### src/rtl/pll_pkg.sv
// Shared types and helpers for the PFD loop filter: FSM states, PFD error encoding
// and a width-generic signed saturating add.
package pll_pkg;

  typedef enum logic [1:0] {
    IDLE    = 2'd0,
    ACQUIRE = 2'd1,
    LOCKED  = 2'd2
  } lf_state_t;

  typedef logic signed [1:0] err_t;

  localparam err_t ERR_ZERO = 2'sb00;
  localparam err_t ERR_POS  = 2'sb01;
  localparam err_t ERR_NEG  = 2'sb11;

  localparam int SAT_MAX_W = 32;

  // Operands are sign-extended to SAT_MAX_W; the result is clamped to a w-bit signed range.
  function automatic logic signed [SAT_MAX_W-1:0] sat_add(
    input logic signed [SAT_MAX_W-1:0] a,
    input logic signed [SAT_MAX_W-1:0] b,
    input int                          w
  );
    logic signed [SAT_MAX_W:0] sum;
    logic signed [SAT_MAX_W:0] hi;
    logic signed [SAT_MAX_W:0] lo;
    sum = $signed({a[SAT_MAX_W-1], a}) + $signed({b[SAT_MAX_W-1], b});
    hi  = (33'sd1 <<< (w - 1)) - 33'sd1;
    lo  = -(33'sd1 <<< (w - 1));
    if (sum > hi) return hi[SAT_MAX_W-1:0];
    if (sum < lo) return lo[SAT_MAX_W-1:0];
    return sum[SAT_MAX_W-1:0];
  endfunction

endpackage

### src/rtl/pll_lock_det.sv
// Lock detector: counts quiet updates while acquiring and same-sign error runs while
// locked, and pulses go_lock / go_unlock on the update that reaches the threshold.
module pll_lock_det
  import pll_pkg::*;
#(
  parameter int LOCK_CNT   = 64,
  parameter int UNLOCK_CNT = 8
) (
  input  logic clk,
  input  logic rst,
  input  logic upd,
  input  logic in_acq,
  input  logic in_lock,
  input  err_t err,
  output logic go_lock,
  output logic go_unlock
);

  localparam int QW = $clog2(LOCK_CNT + 1);
  localparam int RW = $clog2(UNLOCK_CNT + 1);

  logic [QW-1:0] quiet_cnt, quiet_nxt;
  logic [RW-1:0] run_cnt, run_nxt;
  logic          last_neg;

  // Counters only advance on updates; a missing update (freeze) clears them.
  always_comb begin
    quiet_nxt = '0;
    run_nxt   = '0;
    if (upd && in_acq && err == ERR_ZERO) quiet_nxt = quiet_cnt + 1'b1;
    if (upd && in_lock && err != ERR_ZERO) begin
      if (run_cnt != '0 && err[1] == last_neg) run_nxt = run_cnt + 1'b1;
      else                                     run_nxt = RW'(1);
    end
    go_lock   = in_acq  && (quiet_nxt == QW'(LOCK_CNT));
    go_unlock = in_lock && (run_nxt   == RW'(UNLOCK_CNT));
  end

  always_ff @(posedge clk) begin
    if (rst || go_lock || go_unlock) begin
      quiet_cnt <= '0;
      run_cnt   <= '0;
    end else begin
      quiet_cnt <= quiet_nxt;
      run_cnt   <= run_nxt;
    end
    if (rst)                           last_neg <= 1'b0;
    else if (upd && err != ERR_ZERO)   last_neg <= err[1];
  end

endmodule

### src/rtl/pfd_loop_filter.sv
// PFD-driven saturating PI loop filter producing the DCO control word, with a
// gain-switching acquire/lock FSM.
module pfd_loop_filter
  import pll_pkg::*;
#(
  parameter int CTRL_W       = 10,
  parameter int ACC_W        = 16,
  parameter int CTRL_CENTER  = 512,
  parameter int KP_ACQ_SHIFT = 4,
  parameter int KP_TRK_SHIFT = 1,
  parameter int KI_SHIFT     = 4,
  parameter int LOCK_CNT     = 64,
  parameter int UNLOCK_CNT   = 8
) (
  input  logic              clk,
  input  logic              rst,
  input  logic              en,
  input  logic              up,
  input  logic              dn,
  output logic [CTRL_W-1:0] ctrl,
  output logic              ctrl_vld,
  output logic              lock,
  output logic              acq
);

  localparam int KP_MAX = (KP_ACQ_SHIFT > KP_TRK_SHIFT) ? KP_ACQ_SHIFT : KP_TRK_SHIFT;
  localparam int SUM_W  = ((ACC_W > CTRL_W + KP_MAX) ? ACC_W : CTRL_W + KP_MAX) + 2;

  localparam logic signed [SUM_W-1:0] CENTER_S   = SUM_W'(CTRL_CENTER);
  localparam logic signed [SUM_W-1:0] CTRL_MAX_S = SUM_W'((1 << CTRL_W) - 1);

  function automatic logic [CTRL_W-1:0] clamp_ctrl(input logic signed [SUM_W-1:0] s);
    if (s[SUM_W-1])      return '0;
    if (s > CTRL_MAX_S)  return '1;
    return s[CTRL_W-1:0];
  endfunction

  lf_state_t               state, state_nxt;
  err_t                    err_p0, err_p1;
  logic signed [ACC_W-1:0] acc, acc_n;
  logic signed [SUM_W-1:0] prop, integ, sum;
  logic                    upd, go_lock, go_unlock;

  always_comb begin
    state_nxt = state;
    acq       = (state == ACQUIRE);
    if (!en) state_nxt = IDLE;
    else begin
      case (state)
        IDLE:    state_nxt = ACQUIRE;
        ACQUIRE: if (go_lock)   state_nxt = LOCKED;
        LOCKED:  if (go_unlock) state_nxt = ACQUIRE;
        default: state_nxt = IDLE;
      endcase
    end
  end

  // Stage p0: decode PFD pulses; coincident up/dn is the PFD reset overlap, not an error.
  always_comb begin
    err_p0 = ERR_ZERO;
    if (up && !dn)      err_p0 = ERR_POS;
    else if (dn && !up) err_p0 = ERR_NEG;
  end

  // Stage p1: PI update from the registered error; gain follows the current state.
  assign upd   = (state != IDLE) && en;
  assign acc_n = ACC_W'(sat_add(SAT_MAX_W'(acc), SAT_MAX_W'(err_p1), ACC_W));
  assign prop  = SUM_W'(err_p1) <<< ((state == LOCKED) ? KP_TRK_SHIFT : KP_ACQ_SHIFT);
  assign integ = SUM_W'(acc_n >>> KI_SHIFT);
  assign sum   = CENTER_S + prop + integ;

  pll_lock_det #(
    .LOCK_CNT  (LOCK_CNT),
    .UNLOCK_CNT(UNLOCK_CNT)
  ) u_lock_det (
    .clk      (clk),
    .rst      (rst),
    .upd      (upd),
    .in_acq   (state == ACQUIRE),
    .in_lock  (state == LOCKED),
    .err      (err_p1),
    .go_lock  (go_lock),
    .go_unlock(go_unlock)
  );

  always_ff @(posedge clk) begin
    if (rst) begin
      state    <= IDLE;
      err_p1   <= ERR_ZERO;
      acc      <= '0;
      ctrl     <= CTRL_W'(CTRL_CENTER);
      ctrl_vld <= 1'b0;
      lock     <= 1'b0;
    end else begin
      state    <= state_nxt;
      err_p1   <= err_p0;
      ctrl_vld <= upd;
      if (upd) begin
        acc  <= acc_n;
        ctrl <= clamp_ctrl(sum);
      end
      // Entering IDLE holds lock; any other state defines it.
      if (state_nxt != IDLE) lock <= (state_nxt == LOCKED);
    end
  end

endmodule
### config.mk
export PLATFORM = sky130hd
export DESIGN_NAME = pfd_loop_filter
export DESIGN_NICKNAME = d
export VERILOG_FILES = /design/src/rtl/pll_pkg.sv /design/src/rtl/pll_lock_det.sv /design/src/rtl/pfd_loop_filter.sv
export SDC_FILE = /design/constraint.sdc
export NUM_CORES = 1
export LEC_CHECK = 0
export CORE_MARGIN = 4
export CORE_UTILIZATION = 55
export CTS_CLUSTER_SIZE = 8
export DETAILED_ROUTE_END_ITERATION = 10
export GPL_ROUTABILITY_DRIVEN = 0
export PLACE_DENSITY = 0.72
export SYNTH_ARGS = -nofsm -noshare
export SYNTH_HDL_FRONTEND = slang
export SYNTH_SLANG_ARGS = --single-unit
### constraint.sdc
create_clock -name clk -period 16.6 [get_ports clk]
set_clock_uncertainty 0.15 [all_clocks]
set_input_delay 3.32 -clock clk [delete_from_list [all_inputs] [get_ports clk]]
set_output_delay 3.32 -clock clk [all_outputs]
set_load 0.01 [all_outputs]
==> qor.yml <==
io_pins: 18
grt_pass1_vias: 2759
dp_hpwl_um: 5450
cpPeakStageDelay_ps: 1040
row_count: 29
tightest_slew_ps: 1070
worst_ir_drop_vdd_mv: 0.0497
antenna_found_initial: 0
slew_headroom: 0.284
crit_buf_inv: 3
p_leak_uw: 0.00168
core_area_um2: 6310
antenna_cells: 0
ant_nets: 0
drive_gt1_frac: 0.117
vias: 2920
place_ws_ps: 10640
rsz0062_at_grt: "no"
worst_setup_path_start_kind: "flop"
viasPerCell: 5.79
clk_latency_ps: 300
h-tree-depth: 2
ys.flop_type: "dfxtp_1"
ys_types: 58
cts.sinks: 44
setup_viol: 0
min_period_over_period: 0.361
worst-setup-path-type: "flop to flop"
critPathTopFamily: "adder cells"
grt_max_degree: 36
powerDensity_nw_per_um2: 74.2
syn_inst: 413
holdBufCountCts: 0
clk_pin_slew_ps: 90
cts_buffer_depth: 2
cts_resized: 0
period_minus_slack_ps: 5990
syn_area_um2: 3560
whs_ps: 321
drt_drc_violations_left: 0
start_util: 0.564
timing.fmax_ghz: 0.167
gr-usage-all-layers: 0.197
layout_setup_ws_ps: 10610
layout-area-overhead-vs-synth_pct: 8.36
drv_cap: 0
final_max_slew_viol_count: 0
yosysWarnings: 0
dr.pass1.iters: 4
avgRoutedWirePerCell_um: 14.2
required_ps: 16610
crit_chain: "inv_1 > fa_1 > nor2b_1 > o21a_1 > o21ai_1 > a21oi_2 > a311o_2 > o21a_4 > inv_4 > maj3_2 > inv_1 > ha_1 > ha_1 > or3_1 > nor2_1 > o21a_1 > o21ai_1 > a21oi_1 > mux2i_1 > and3_1 > a221oi_1"
die_y_um: 88.5
fin_setup_tns_ps: 0
ys_ff_latch: 44
cts_setup_buffers: 0
cp.arrival_ps: 6000
ys_seq_area_frac: 0.247
slowest_stage: "dfxtp_1"
dr.first_iter.drc_count: 159
fp.dieW_um: 88.5
synth-async-reset-ratio: 0
grt_pass1_wl_um: 12400
layout.nets: 478
wl_um: 7180
grt_overflow_total: 0
avgSynthCellArea_um2: 8.63
dieArea_um2: 7830
utilization: 0.612
end_kind: "flop"
port_buffers: 17
synth.net_count: 465
status: "finished clean"
crit_fanout: 27
cts_buffers: 5
min_path_type: "flop to flop"
synth_edf_count: 0
hold_viol: 0
clockRootBuffer: "clkbuf_8"
cts_tree: "done"
placed cells by master, fill, tap and decap left out, types with 10 or more instances in the layout:
master | synthesis | layout
a211oi_2 | 14 | 14
and3_1 | 12 | 12
o21ai_0 | 11 | 11
dfxtp_1 | 44 | 44
a21oi_1 | 26 | 26
xor2_1 | 13 | 13
inv_1 | 34 | 34
maj3_2 | 13 | 13
nor2b_1 | 10 | 10
clkdlybuf4s50_1 | 0 | 17
nand2_1 | 21 | 21
xnor2_1 | 12 | 12
ha_1 | 45 | 45
nor2_1 | 46 | 46
synthesized netlist by cell type, types with 11 or more instances:
cell / instances / area (um^2)
xor2_1: 13 / 114
and3_1: 12 / 75.1
a21oi_1: 26 / 130
o21ai_0: 11 / 55.1
nand2_1: 21 / 78.8
dfxtp_1: 44 / 881
nor2_1: 46 / 173
ha_1: 45 / 563
inv_1: 34 / 128
a211oi_2: 14 / 175
xnor2_1: 12 / 105
maj3_2: 13 / 146
through the flow:
| step | cells | total power (uW) | area, um^2 |
|---|---|---|---|
| after floorplan | 413 | 185 | 3560 |
| after global placement | 496 | 202 | 3750 |
| after detailed placement | 496 | 203 | 3750 |
| after CTS | 504 | 288 | 3860 |
| after global routing | 504 | 304 | 3860 |
| final | 504 | 287 | 3860 |
worst paths after layout:
kind                   startpoint                   end  slack, ps  cells past startpoint
min             lock$_SDFFE_PP0P_     lock$_SDFFE_PP0P_        320                      2
max reg2reg  err_p1[1]$_SDFF_PP0_  ctrl[4]$_SDFFE_PP0P_      10610                     21
min reg2reg     lock$_SDFFE_PP0P_     lock$_SDFFE_PP0P_        320                      2
max          err_p1[1]$_SDFF_PP0_  ctrl[4]$_SDFFE_PP0P_      10610                     21
cell type report:
cell class,count,area (um^2)
Timing Repair Buffer,20,193
Inverter,35,134
Sequential cell,44,881
Fill cell,570,2450
Clock buffer,5,68.8
Tap cell,77,96.3
Multi-Input combinational cell,320,2440
Clock inverter,3,46.3
metal layers:
layer | global-route usage | wire, um | up-vias | share of wire
met3 | 0.0400 | 186 | 7 | 0.026
met1 | 0.259 | 3290 | 1376 | 0.46
li1 | - | - | 1505 | -
met2 | 0.339 | 3650 | 32 | 0.51
met5 | 0 | 0 | - | 0
met4 | 0.0357 | 55 | 0 | 0.0077
power by group:
group          internal, uW  leakage [uW]  total (uW)  switching [uW]
sequential              110      0.000358         114            3.74
clock                  45.4     0.0000548        85.3            40.0
combinational          38.2       0.00127        87.8            49.5
logic make-up (layout without fill, tap and decap cells):
| kind of cell | Yosys count | count (layout) | share of synthesized area |
|---|---|---|---|
| AOI/OAI and AO/OA | 113 | 113 | 0.242 |
| xor gates and xnor gates | 26 | 26 | 0.0660 |
| adders and majority gates | 60 | 60 | 0.210 |
| buffers and inverters | 49 | 63 | 0.0674 |
| DFF | 44 | 44 | 0.247 |
| muxes | 3 | 3 | 0.00913 |
| other | 1 | 1 | 0.00105 |
| and+or+nand+nor | 117 | 117 | 0.157 |
flip-flops by register name (all words and copies together) (netlist names):
signal                count
acc                      16
ctrl                     10
u_lock_det.quiet_cnt      7
u_lock_det.run_cnt        4
err_p1                    2
state                     2
ctrl_vld                  1
lock                      1
u_lock_det.last_neg       1
tightest hold or removal path: cells and delay by family, from the launching register on:
family	cells	cell delay, ps
flops	1	320
buf+inv	1	50
compound gates	1	60
Note: power is estimated with default switching activity, not from simulation.
